**src/rtl/vend_pkg.sv**
```systemverilog
// Shared vending-machine definitions: controller state codes, actuator FSM states,
// coin values and coin one-hot bit positions.
package vend_pkg;

    typedef enum logic [2:0] {
        WAITSELECTION = 3'd0,
        WAITCOINS     = 3'd1,
        CHECKCOINS    = 3'd2,
        DISPENSING    = 3'd3,
        CANCEL        = 3'd4,
        CHANGERETURN  = 3'd5
    } ctrl_state_e;

    typedef enum logic [1:0] {
        ACT_IDLE  = 2'd0,
        ACT_MOTOR = 2'd1,
        ACT_PULSE = 2'd2,
        ACT_GAP   = 2'd3
    } act_state_e;

    localparam int unsigned QUARTER = 25;
    localparam int unsigned DIME    = 10;
    localparam int unsigned NICKEL  = 5;

    // One-hot coin select layout: {quarter, dime, nickel}
    localparam int COIN_Q_BIT = 2;
    localparam int COIN_D_BIT = 1;
    localparam int COIN_N_BIT = 0;

    function automatic int unsigned max3(input int unsigned a, input int unsigned b,
                                         input int unsigned c);
        int unsigned m;
        m = (a > b) ? a : b;
        return (m > c) ? m : c;
    endfunction

endpackage

```
**src/rtl/vend_actuator_coin_select.sv**
```systemverilog
// Greedy coin choice for the amount still owed; purely combinational.
// Amounts below a nickel still report a nickel; the caller never pays those.
module coin_select
    import vend_pkg::*;
#(
    parameter int AMT_W = 7
) (
    input  logic [AMT_W-1:0] remaining,
    output logic [2:0]       coin_oh,
    output logic [AMT_W-1:0] coin_val
);

    always_comb begin
        coin_oh  = '0;
        coin_val = AMT_W'(NICKEL);
        coin_oh[COIN_N_BIT] = 1'b1;
        if (remaining >= AMT_W'(QUARTER)) begin
            coin_oh             = '0;
            coin_oh[COIN_Q_BIT] = 1'b1;
            coin_val            = AMT_W'(QUARTER);
        end else if (remaining >= AMT_W'(DIME)) begin
            coin_oh             = '0;
            coin_oh[COIN_D_BIT] = 1'b1;
            coin_val            = AMT_W'(DIME);
        end
    end

endmodule

```
**src/rtl/vend_actuator.sv**
```systemverilog
// Drives the product motor and coin solenoids from dispense/give_change level rises.
// Every output is a flop; requests arriving while busy are held as pending flags.
module vend_actuator
    import vend_pkg::*;
#(
    parameter int MOTOR_CYCLES = 8,
    parameter int PULSE_CYCLES = 2,
    parameter int GAP_CYCLES   = 2,
    parameter int AMT_W        = 7
) (
    input  logic             clk,
    input  logic             rst_n,
    input  logic             dispense,
    input  logic             give_change,
    input  logic [AMT_W-1:0] change_cents,
    output logic             motor_on,
    output logic             quarter_out,
    output logic             dime_out,
    output logic             nickel_out,
    output logic             dispense_done,
    output logic             change_done,
    output logic             busy
);

    localparam int CNT_W = $clog2(max3(MOTOR_CYCLES, PULSE_CYCLES, GAP_CYCLES)) + 1;

    act_state_e       state_q, state_d;
    logic [CNT_W-1:0] cnt_q, cnt_d;
    logic [AMT_W-1:0] remaining_q, remaining_d;
    logic [AMT_W-1:0] chg_amt_q, chg_amt_d;
    logic [2:0]       coin_q, coin_d;
    logic             dispense_q, give_change_q;
    logic             disp_pend_q, disp_pend_d;
    logic             chg_pend_q, chg_pend_d;
    logic             motor_on_q, motor_on_d;
    logic             quarter_q, quarter_d;
    logic             dime_q, dime_d;
    logic             nickel_q, nickel_d;
    logic             disp_done_q, disp_done_d;
    logic             chg_done_q, chg_done_d;
    logic             busy_q, busy_d;

    logic             dispense_rise, chg_rise;
    logic             start_vend, start_chg;
    logic [AMT_W-1:0] sel_src;
    logic [2:0]       sel_oh;
    logic [AMT_W-1:0] sel_val;

    // From IDLE the next coin comes from the freshly latched amount, otherwise from the balance
    assign sel_src = (state_q == ACT_IDLE) ? chg_amt_q : remaining_q;

    coin_select #(.AMT_W(AMT_W)) u_coin_select (
        .remaining (sel_src),
        .coin_oh   (sel_oh),
        .coin_val  (sel_val)
    );

    always_comb begin
        dispense_rise = dispense & ~dispense_q;
        chg_rise      = give_change & ~give_change_q;
        state_d       = state_q;
        cnt_d         = cnt_q;
        remaining_d   = remaining_q;
        coin_d        = coin_q;
        chg_amt_d     = chg_rise ? change_cents : chg_amt_q;
        start_vend    = 1'b0;
        start_chg     = 1'b0;
        disp_done_d   = 1'b0;
        chg_done_d    = 1'b0;

        case (state_q)
            ACT_IDLE: begin
                if (disp_pend_q) begin
                    start_vend = 1'b1;
                    state_d    = ACT_MOTOR;
                    cnt_d      = CNT_W'(MOTOR_CYCLES - 1);
                end else if (chg_pend_q && !dispense_rise) begin
                    // A vend rising this cycle keeps priority; change waits one more cycle
                    start_chg = 1'b1;
                    if (chg_amt_q < AMT_W'(NICKEL)) begin
                        chg_done_d  = 1'b1;
                        remaining_d = '0;
                    end else begin
                        state_d     = ACT_PULSE;
                        cnt_d       = CNT_W'(PULSE_CYCLES - 1);
                        remaining_d = chg_amt_q;
                        coin_d      = sel_oh;
                    end
                end
            end
            ACT_MOTOR: begin
                if (cnt_q == '0) begin
                    state_d     = ACT_IDLE;
                    disp_done_d = 1'b1;
                end else begin
                    cnt_d = cnt_q - 1'b1;
                end
            end
            ACT_PULSE: begin
                if (cnt_q == '0) begin
                    remaining_d = (remaining_q >= sel_val) ? remaining_q - sel_val : '0;
                    state_d     = ACT_GAP;
                    cnt_d       = CNT_W'(GAP_CYCLES - 1);
                end else begin
                    cnt_d = cnt_q - 1'b1;
                end
            end
            ACT_GAP: begin
                if (cnt_q != '0) begin
                    cnt_d = cnt_q - 1'b1;
                end else if (remaining_q >= AMT_W'(NICKEL)) begin
                    state_d = ACT_PULSE;
                    cnt_d   = CNT_W'(PULSE_CYCLES - 1);
                    coin_d  = sel_oh;
                end else begin
                    state_d     = ACT_IDLE;
                    chg_done_d  = 1'b1;
                    remaining_d = '0;
                end
            end
            default: begin
                state_d = ACT_IDLE;
            end
        endcase

        disp_pend_d = dispense_rise | (disp_pend_q & ~start_vend);
        chg_pend_d  = chg_rise | (chg_pend_q & ~start_chg);

        motor_on_d = (state_d == ACT_MOTOR);
        quarter_d  = (state_d == ACT_PULSE) & coin_d[COIN_Q_BIT];
        dime_d     = (state_d == ACT_PULSE) & coin_d[COIN_D_BIT];
        nickel_d   = (state_d == ACT_PULSE) & coin_d[COIN_N_BIT];
        busy_d     = (state_d != ACT_IDLE);
    end

    always_ff @(posedge clk or negedge rst_n) begin
        if (!rst_n) begin
            state_q       <= ACT_IDLE;
            cnt_q         <= '0;
            remaining_q   <= '0;
            chg_amt_q     <= '0;
            coin_q        <= '0;
            dispense_q    <= 1'b0;
            give_change_q <= 1'b0;
            disp_pend_q   <= 1'b0;
            chg_pend_q    <= 1'b0;
            motor_on_q    <= 1'b0;
            quarter_q     <= 1'b0;
            dime_q        <= 1'b0;
            nickel_q      <= 1'b0;
            disp_done_q   <= 1'b0;
            chg_done_q    <= 1'b0;
            busy_q        <= 1'b0;
        end else begin
            state_q       <= state_d;
            cnt_q         <= cnt_d;
            remaining_q   <= remaining_d;
            chg_amt_q     <= chg_amt_d;
            coin_q        <= coin_d;
            dispense_q    <= dispense;
            give_change_q <= give_change;
            disp_pend_q   <= disp_pend_d;
            chg_pend_q    <= chg_pend_d;
            motor_on_q    <= motor_on_d;
            quarter_q     <= quarter_d;
            dime_q        <= dime_d;
            nickel_q      <= nickel_d;
            disp_done_q   <= disp_done_d;
            chg_done_q    <= chg_done_d;
            busy_q        <= busy_d;
        end
    end

    assign motor_on      = motor_on_q;
    assign quarter_out   = quarter_q;
    assign dime_out      = dime_q;
    assign nickel_out    = nickel_q;
    assign dispense_done = disp_done_q;
    assign change_done   = chg_done_q;
    assign busy          = busy_q;

endmodule

```
**config.mk**
```make
export PLATFORM = sky130hd
export DESIGN_NAME = vend_actuator
export DESIGN_NICKNAME = d
export VERILOG_FILES = /design/src/rtl/vend_pkg.sv /design/src/rtl/vend_actuator_coin_select.sv /design/src/rtl/vend_actuator.sv
export SDC_FILE = /design/constraint.sdc
export NUM_CORES = 1
export LEC_CHECK = 0
export BUFFER_PORTS_ARGS = -buffer_cell sky130_fd_sc_hd__buf_2
export CAP_MARGIN = 15
export CORE_UTILIZATION = 50
export DETAILED_ROUTE_END_ITERATION = 16
export PLACE_DENSITY = 0.69
export SLEW_MARGIN = 15
export SYNTH_ARGS = -nofsm -noshare
export SYNTH_HDL_FRONTEND = slang
export SYNTH_SLANG_ARGS = --single-unit
```
**constraint.sdc**
```tcl
create_clock -name clk -period 10.41 [get_ports clk]
set_input_delay 0.5205 -clock clk [delete_from_list [all_inputs] [get_ports clk]]
set_output_delay 0.5205 -clock clk [all_outputs]
set_load 0.02 [all_outputs]
```
==> metrics.txt, run 1 <==
status complete, no violations; global-route wire length before repair about 7.5 mm; clk slew on worst S/H paths 0.08 ns; CP cell instances inv_1 -> ha_1 -> mux2_2 -> or4b_1 -> a31oi_1 -> inv_1 -> ha_1 -> nor2b_1 -> o211ai_1 -> a31oi_1 -> a32oi_1 -> o21ai_1; CP arrival 4.18 ns; Mapped Area between 0.002 and 0.0025 sq mm; Worst-Margin Slew about 0.74 ns; most frequently used flop master after synthesis dfrtp_1; required time of the critical path 10.63 ns; sequential-to-total area share from yosys stat 39.2%; CTS Buffer Depth 2; Worst Setup End Kind register; VDD IR max 0.158 mV; PwrDens 367 mW/mm^2; Post-Syn Instances roughly 220; Setup CP Type register to register; NumNets Final 266; row cnt 23; period utilization 38.1%; initial core utilization 53.2%; Routed WL 4.52 mm; Fin. Hold Viols 0; post-cts sizing count 0; Slew Limit Fails 0; drt via density about 6; leakage 1.05 nW; layout cells sized above 1 17.8%; Syn Nets 247; number of global-route vias before repair ~1.5k; Tot GR Track Use 22.6%; Avg Cell Area, Syn 9.83 sq um; largest net degree at the start of global routing 35; cts bufs inserted 5; Die W 67.9 um; met3 WL 201 um; aggregate global routing overflow 0; Post-synth EDFFs 0; post-route ant nets 0; TritonCTS clock tree done; Peak Freq 252 MHz; Area growth syn-to-layout 10.1%; postcts setup bufs 0; FFs w/ async S/R, synth 100%; routed wl met2 just under 2 mm; CTS sink count 34; Die ar. 0.00461 sq mm; Ports 18; CTS root buffer clkbuf_8; DR WL/cell 15.5 um; cts-stage hold buffer count 0; final core utilization 58.5%; Worst Skew around 0.0057 ns; max-cap viol count 0; initial antenna violation count 0; gp weighted congestion 1.01; Yosys warning count 0; DR top layer met4; Hold Crit Class input port to asynchronous set/reset pin; Clock Latency Late Sink roughly 0.29 ns; Max stage delay cell, worst path a31oi_1; DRT met1 WL 2.29 mm; Netlist cell types 60; FF+latch count, synth 34; Setup TNS Final 0 ns; RSZ-0062 raised after global routing false; final worst path period need 3.97 ns; htree depth 2; half-perimeter wire length after placement 3.39 mm; ANT cells 0; max incr delay on CP 0.57 ns; commonest non-fill, non-tap cell in the layout dfrtp_1; Initial DRT Pass Iterations 4; die height 67.9 um; r2r setup slk 6.44 ns; crit start category register; most frequent cells in the layout 34 x dfrtp_1, 17 x inv_1, 17 x nand2_1, 17 x buf_2, 14 x ha_1; Port Buffers 17; power consumption about 900 uW; Final setup viols 0; initial DRC count roughly 120; Crit Path Max Fanout 12; Core Region 0.00409 sq mm; Via Count ~1.7k; Residual DRC 0; Rel. slew slack 50.5%
-- final cells by class --
type	count	area (sq um)
clock buffer	6	82.6
clock inverter	2	16.3
fill	351	1700
inverter	17	63.8
multi-input combinational	165	1230
sequential	34	851
tap	50	62.6
timing repair buffer	17	85.1
-- power breakdown --
| group | switching, mW | internal [mW] | total [mW] | leakage, nW |
|---|---|---|---|---|
| Combinational | 0.314 | 0.231 | 0.545 | 0.582 |
| Clock | 0.0516 | 0.0544 | 0.106 | 0.0478 |
| Sequential | 0.0486 | 0.179 | 0.228 | 0.422 |
| Total | 0.414 | 0.464 | 0.879 | 1.05 |
-- path summary, 6_finish.rpt --
kind / start / end / cells past startpoint
min reg2reg: coin_q[2]$_DFF_PN0_ / coin_q[2]$_DFF_PN0_ / 1
max reg2reg: state_q[1]$_DFF_PN0_ / remaining_q[3]$_DFFE_PN0P_ / 12
max: state_q[1]$_DFF_PN0_ / remaining_q[3]$_DFFE_PN0P_ / 12
min: rst_n / remaining_q[3]$_DFFE_PN0P_ / 1
max in group asynchronous: rst_n / chg_pend_q$_DFF_PN0_ / 1
min in group clk: give_change / give_change_q$_DFF_PN0_ / 1
-- metal layers --
metal	up-vias	track usage (%)
met3	7	4.50
met1	809	33.5
li1	867	-
met2	47	32.2
met5	-	0
met4	0	8.59
-- sequential cells by signal, summed over array words and instances (netlist names) --
signal,cells
disp_pend_q,1
quarter_out,1
dime_out,1
give_change_q,1
motor_on,1
dispense_q,1
remaining_q,7
coin_q,3
cnt_q,4
busy,1
dispense_done,1
change_done,1
chg_amt_q,7
nickel_out,1
state_q,2
chg_pend_q,1
-- synth_stat cells (all sizes together) (5+ instances only) --
cell type   n  area, sq um
nor2        9         33.8
ha         14          175
inv        17         63.8
o21a        5         37.5
mux2       12          139
nand2      17         63.8
nor2b       6         37.5
dfrtp      34          851
a21oi       9         45.0
nand2b      5         31.3
o21ai      15         75.1
-- cell families after synthesis --
kind of cell,Yosys count,share of synthesized area (%)
adders and majority gates,15,8.99
AOI/OAI and AO/OA,72,23.7
muxes,14,7.32
and+or+nand+nor,62,15.8
buffers and inverters,22,4.20
DFF,34,39.2
xor gates and xnor gates,2,0.807
-- worst max-delay path, delay by kind of cell (launching register included) --
family                   cells  cell delay, ns
adder cells (fa/ha/maj)      2            0.77
AO/OA/AOI/OAI                5            1.33
buffers and inverters        2            0.31
AND/OR/NAND/NOR              2            0.63
flip-flops                   1            0.41
multiplexers                 1            0.43
-- metrics by stage --
stage          worst slack, ns  hold slack (ns)  cells  instance area, sq um
3_3_place_gp              6.61            0.508    283                  2290
6_report                  6.44            0.274    291                  2390
2_1_floorplan             7.05            0.225    221                  2170
5_1_grt                   6.11            0.338    291                  2390
4_1_cts                   6.52            0.316    291                  2390
3_5_place_dp              6.55            0.500    283                  2290
No activity file was read; power rests on OpenSTA's default activity.
==> run 2, diff against run 1 <==
ABC_AREA = 1   (was default)
clock period = 4.08 ns   (was 10.41 ns; I/O delays follow)
==> run 2 against run 1 <==
- first-iteration DRC count shrank 13%
- sequential power grew 130%
- die area grew 0.72%
- register-to-register slack lost 5.5 ns
- via count grew 9.0%
- sequential share of layout area shrank 0.074 points
- global-route usage shrank 0.081 points
- critical path depth grew 6
- critical endpoint is now remaining_q[2]$_DFFE_PN0P_
- power grew 130%
- fmax grew 25%
- design area grew 0.21%
- hold slack lost 0.24 ns
==> metrics.txt, run 2 <==
Avg Cell Area, Syn 7.37 sq um (-25%); initial DRC count 100 (-13%); cts bufs inserted 5 (unchanged); Syn Nets 323 (+31%); period utilization 77.9% (+40 points); final core utilization 58.6% (+0.12 points); biggest regs chg_amt_q x7, remaining_q x7, cnt_q x4; Netlist cell types 29 (-52%); Worst Setup End Kind register; fin area 0.00240 sq mm (+0.21%); largest area contributor in the netlist dfrtp_1; crit start category register; Core Region 0.00409 sq mm (unchanged); Yosys warning count 0 (unchanged); FF-to-FF path depth 18 (+6); Routed WL 4.43 mm (-1.9%); Die W 68.2 um (+0.36%); initial core utilization 53.6% (+0.40 points); Residual DRC 0 (unchanged); max-cap viol count 0 (unchanged); Setup CP Type register to register; placed cell areas 0.00231 sq mm (+0.76%); CP cell instances inv_1 -> ha_1 -> inv_1 -> nand2_1 -> nand2_1 -> nand3_1 -> nand2_1 -> nand2_1 -> inv_2 -> nand3_2 -> inv_1 -> ha_1 -> nand2_1 -> o211ai_1 -> nor2_1 -> nor2_2 -> nand2_1 -> a22oi_1; number of global-route vias before repair 1,719 (+12%); die height 68.2 um (+0.36%); CTS root buffer clkbuf_8; Bufs and invs on worst path 4 (+2); sequential-to-total area share from yosys stat 38.9% (-0.29 points); Clock Latency Late Sink 0.28 ns (about the same); leakage 1.32 nW (+25%); Worst Hold Depth 1; most frequently used flop master after synthesis dfrtp_1; CTS sink count 34 (unchanged); Setup TNS Final 0 ns (unchanged); top cell family by delay on the critical path simple AND/OR/NAND/NOR gates; global-route wire length before repair 7.67 mm (+1.7%); Crit Path Max Fanout 11 (-1); Tot GR Track Use 22.6% (-0.081 points); Die ar. 0.00465 sq mm (+0.72%); Worst Skew 0.00370 ns (-0.00203 ns); aggregate global routing overflow 0 (unchanged); Fin. Hold Viols 0 (unchanged); FF+latch count, synth 34 (unchanged); commonest non-fill, non-tap cell in the layout nand2_1; row cnt 23 (unchanged); max incr delay on CP 0.45 ns (-0.12 ns); area share of the leading cell type in the synthesized netlist 38.9% (-0.29 points); initial antenna violation count 0 (unchanged); largest cells by area after synthesis dfrtp_1 39%, nand2_1 12%, ha_1 8.0%; gp weighted congestion 0.863 (-15%); Worst-Margin Slew 0.732 ns (-0.00980 ns); Port Buffers 17 (unchanged); CP dominant cell by count nand2_1; Max stage delay cell, worst path ha_1; post-route setup slack 0.902 ns (-5.54 ns); Area growth syn-to-layout 9.49%; Hold Crit Class input port to register; postcts setup bufs 0 (unchanged); final worst path period need 3.18 ns (-0.788 ns); Via Count 1,886 (+9.0%); required time of the critical path 4.27 ns (-6.36 ns); TritonCTS clock tree done; FFs w/ async S/R, synth 100% (unchanged); CTS Buffer Depth 2 (unchanged); post-place setup slack 0.958 ns (-5.59 ns); Peak Freq 315 MHz (+25%); ANT cells 0 (unchanged); Slew Limit Fails 0 (unchanged); Post-Syn Instances 297 (+34%); Post-synth EDFFs 0 (unchanged); status complete, no violations; post-cts sizing count 0 (unchanged); layout cells sized above 1 13.5% (-4.4 points); most frequent cells in the layout 71 x nand2_1, 46 x inv_1, 34 x dfrtp_1; Mapped Area 0.00219 sq mm (+0.75%); clk slew on worst S/H paths 0.06 ns (-0.02 ns); top-count cell post-synth nand2_1; half-perimeter wire length after placement 3.37 mm (-0.65%); NumNets Final 345 (+30%); CP arrival 3.37 ns (-0.81 ns); htree depth 2 (unchanged); PwrDens 836 mW/mm^2 (+130%); largest net degree at the start of global routing 35 (unchanged); DR WL/cell 12.0 um (-23%); Rel. slew slack 51.2% (+0.65 points); Ports 18 (unchanged); post-route ant nets 0 (unchanged); VDD IR max 0.386 mV (+140%); cts-stage hold buffer count 1 (+1); synth cell count leaders 71 x nand2_1, 46 x inv_1, 34 x dfrtp_1; drt via density 5.11 (-14%); RSZ-0062 raised after global routing false; Layout fillers 409 (+17%); Initial DRT Pass Iterations 4 (unchanged); stages on the worst setup path 18 (+6); Final setup viols 0 (unchanged)
==> run 2: cell types whose count changed in the layout (fill, tap and decap cells not counted), sizes merged, moves of 5 or more <==
cell,previous run,this run
a21oi,9,22
o21ai,15,21
o21a,5,0
nor2b,6,0
nand3,3,12
nand2,17,74
nand2b,5,0
inv,18,53
nor2,9,37
mux2,12,0
==> run 2: metrics by stage <==
step	instances	total power, mW	hold slack (ns)
2_1_floorplan	297	1.52	-0.0916
3_3_place_gp	361	1.76	0.309
3_5_place_dp	361	1.76	0.307
4_1_cts	369	2.00	0.0336
5_1_grt	369	2.21	0.0306
6_report	369	2.00	0.0377
==> run 2: cell families (layout without fill, tap and decap cells) <==
| family | Yosys count | in the layout | share of synthesized area, % |
|---|---|---|---|
| AO/OA/AOI/OAI | 51 | 51 | 12.9 |
| XOR/XNOR | 6 | 6 | 2.40 |
| AND/OR/NAND/NOR | 134 | 134 | 26.2 |
| buffers and inverters | 57 | 79 | 10.7 |
| flip-flops | 34 | 34 | 38.9 |
| adder cells (fa/ha/maj) | 15 | 15 | 8.92 |
==> run 2: area by class of cell <==
| cell class | instances | area, sq um | share of cell area, % |
|---|---|---|---|
| Inverter | 54 | 208 | 8.67 |
| Timing Repair Buffer | 18 | 95.1 | 3.97 |
| Multi-Input combinational cell | 206 | 1100 | 46.1 |
| Clock buffer | 7 | 76.3 | 3.19 |
| Tap cell | 50 | 62.6 | 2.61 |
| Sequential cell | 34 | 851 | 35.5 |
==> run 2: where the power goes <==
group | switching (mW) | leakage, nW | total, mW | internal [mW]
clock network | 0.110 | 0.0383 | 0.227 | 0.117
registers | 0.0798 | 0.407 | 0.530 | 0.451
logic | 0.815 | 0.871 | 1.24 | 0.429
total | 1.00 | 1.32 | 2.00 | 0.997
==> run 2: path summary, 6_finish.rpt <==
| check | slack (ns) | endpoint | startpoint |
|---|---|---|---|
| hold reg to reg | 0.45 | disp_pend_q$_DFF_PN0_ | dispense_q$_DFF_PN0_ |
| setup / recovery | 0.90 | remaining_q[2]$_DFFE_PN0P_ | state_q[1]$_DFF_PN0_ |
| min in group asynchronous | 0.54 | give_change_q$_DFF_PN0_ | rst_n |
| max in group asynchronous | 3.07 | coin_q[1]$_DFF_PN0_ | rst_n |
| setup reg to reg | 0.90 | remaining_q[2]$_DFFE_PN0P_ | state_q[1]$_DFF_PN0_ |
| hold / removal | 0.04 | dispense_q$_DFF_PN0_ | dispense |
==> run 2: metal layers <==
layer	track usage, %	routed length, um	vias to the layer above	share of wire [%]
li1	-	-	979	-
met1	32.1	2260	853	51
met2	32.5	1870	44	42
met3	4.83	197	10	4.4
met4	9.90	103	0	2.3
met5	0	0	-	0
==> run 3, diff against run 2 <==
PLACE_DENSITY = 0.71   (was 0.69)
clock period = 2.8 ns   (was 4.08 ns; I/O delays follow)
==> run 3 against run 2 <==
- utilization rose by 5.5 points
- power increased by 62%
- fmax up 21%
- critical endpoint is now remaining_q[4]$_DFFE_PN0P_
- count of clock-buffer cells in the layout is the same
- global-route usage is 0.30 points higher
==> metrics.txt, run 3 (synthesized netlist as in run 2, its figures left out) <==
Ports 18 (unchanged); Setup CP Type register to register; htree depth 2 (unchanged); crit start category register; final worst path period need 2.62 ns (-0.562 ns); initial antenna violation count 0 (unchanged); initial core utilization 53.6% (unchanged); CTS Buffer Depth 2 (unchanged); post-route setup slack 0.184 ns (-0.718 ns); Max stage delay cell, worst path dfrtp_1; Core Region 0.00409 sq mm (unchanged); max-cap viol count 0 (unchanged); Fin. Hold Viols 0 (unchanged); most frequent cells in the layout 71 x nand2_1, 43 x inv_1, 34 x dfrtp_1; final core utilization 64.1% (+5.5 points); half-perimeter wire length after placement 3.47 mm (+3.1%); required time of the critical path 3.01 ns (-1.26 ns); post-place setup slack 0.0835 ns (-0.874 ns); fin area 0.00262 sq mm (+9.3%); aggregate global routing overflow 0 (unchanged); number of global-route vias before repair 1,708 (-0.64%); Final setup viols 0 (unchanged); PwrDens 1240 mW/mm^2 (+48%); Clock Latency Late Sink 0.28 ns (about the same); Worst-Margin Slew 0.743 ns (+0.0102 ns); CTS sink count 34 (unchanged); placed cell areas 0.00238 sq mm (+3.3%); Area growth syn-to-layout 19.7%; row cnt 23 (unchanged); CP dominant cell by count nand2_1; die height 68.2 um (unchanged); CP arrival 2.83 ns (-0.54 ns); Routed WL 4.60 mm (+3.8%); gp weighted congestion 0.891 (+3.2%); biggest regs chg_amt_q x7, remaining_q x7, cnt_q x4; Setup TNS Final 0 ns (unchanged); Worst Skew 0.00587 ns (+0.00217 ns); Via Count 1,927 (+2.2%); Rel. slew slack 50.5% (-0.68 points); # placed instances 371 (+2.8%); CTS root buffer clkbuf_8; Port Buffers 17 (unchanged); leakage 1.40 nW (+6.2%); Tot GR Track Use 22.9% (+0.30 points); status complete, no violations; Peak Freq 382 MHz (+21%); commonest non-fill, non-tap cell in the layout nand2_1; clk slew on worst S/H paths 0.07 ns (about the same); Worst Setup End Kind register; NumNets Final 360 (+4.3%); Die W 68.2 um (unchanged); top cell family by delay on the critical path simple AND/OR/NAND/NOR gates; period utilization 93.4% (+16 points); Slew Limit Fails 0 (unchanged); TritonCTS clock tree done; max incr delay on CP 0.40 ns (-0.05 ns); post-route ant nets 0 (unchanged); Initial DRT Pass Iterations 5 (+1); DR WL/cell 11.9 um (-0.54%); Bufs and invs on worst path 3 (-1); CP cell instances inv_2 -> ha_4 -> inv_2 -> nand2_1 -> nand2_1 -> nand3_1 -> nand2_1 -> nand2_1 -> inv_2 -> nand3_2 -> ha_4 -> a21oi_1 -> o211ai_1 -> nor2_1 -> nor2_2 -> nand2_1 -> a21oi_2; ANT cells 0 (unchanged); global-route wire length before repair 7.71 mm (+0.46%); VDD IR max 0.568 mV (+47%); Post-Layout Cell Count 385 (+4.3%); drt via density 5.01 (-2.1%); Die ar. 0.00465 sq mm (unchanged); largest net degree at the start of global routing 35 (unchanged); Crit Path Max Fanout 7 (-4); initial DRC count 198 (+98%); layout cells sized above 1 21.5% (+8.0 points); cts bufs inserted 5 (unchanged); Residual DRC 0 (unchanged); Hold Crit Class input port to register
==> run 3: layout make-up <==
cell class,instances,area [sq um]
sequential,34,851
clock inverter,1,5.00
fill,367,1470
tap,50,62.6
clock buffer,7,86.3
inverter,54,208
multi-input combinational,206,1190
timing repair buffer,33,213
==> run 3: tightest hold or removal path, cell delays in order <==
cell,delay [ns]
buf_2,0.07
nor2_1,0.03
a21oi_1,0.09
==> run 3: path summary, 6_finish.rpt <==
kind	from	endpoint	slack, ns	cells after the start
worst min register to register	dispense_q$_DFF_PN0_	disp_pend_q$_DFF_PN0_	0.45	1
worst max-delay path	state_q[1]$_DFF_PN0_	remaining_q[4]$_DFFE_PN0P_	0.18	17
max in group asynchronous	rst_n	change_done$_DFF_PN0_	1.87	2
min in group asynchronous	rst_n	chg_amt_q[6]$_DFFE_PN0P_	0.46	2
worst min-delay path	change_cents[2]	chg_amt_q[2]$_DFFE_PN0P_	0.10	3
worst max register to register	state_q[1]$_DFF_PN0_	remaining_q[4]$_DFFE_PN0P_	0.18	17
==> run 3: what timing repair did <==
item	in CTS	in global routing
setup endpoints to repair	0	7
setup buffers	0	3
resized for setup	0	17
hold buffers	3	0
endpoints found under the hold margin	36	0
==> run 3: metrics by stage <==
stage | hold slack (ns) | power, mW
6_report | 0.102 | 3.25
5_1_grt | 0.102 | 3.57
4_1_cts | 0.0959 | 3.06
3_5_place_dp | 0.251 | 2.67
3_3_place_gp | 0.251 | 2.65
2_1_floorplan | -0.156 | 2.22
==> run 3: report_power, final <==
part | total, mW | leakage [nW] | switching, mW | internal [mW]
logic | 2.10 | 0.943 | 1.27 | 0.823
clock network | 0.370 | 0.0482 | 0.172 | 0.198
registers | 0.780 | 0.407 | 0.124 | 0.656
total | 3.25 | 1.40 | 1.57 | 1.68
==> run 3: metal layers <==
metal / share of wire, % / track usage [%]
met1: 51 / 32.5
met2: 44 / 34.1
met3: 4.1 / 5.50
met4: 1.2 / 7.03
met5: 0 / 0
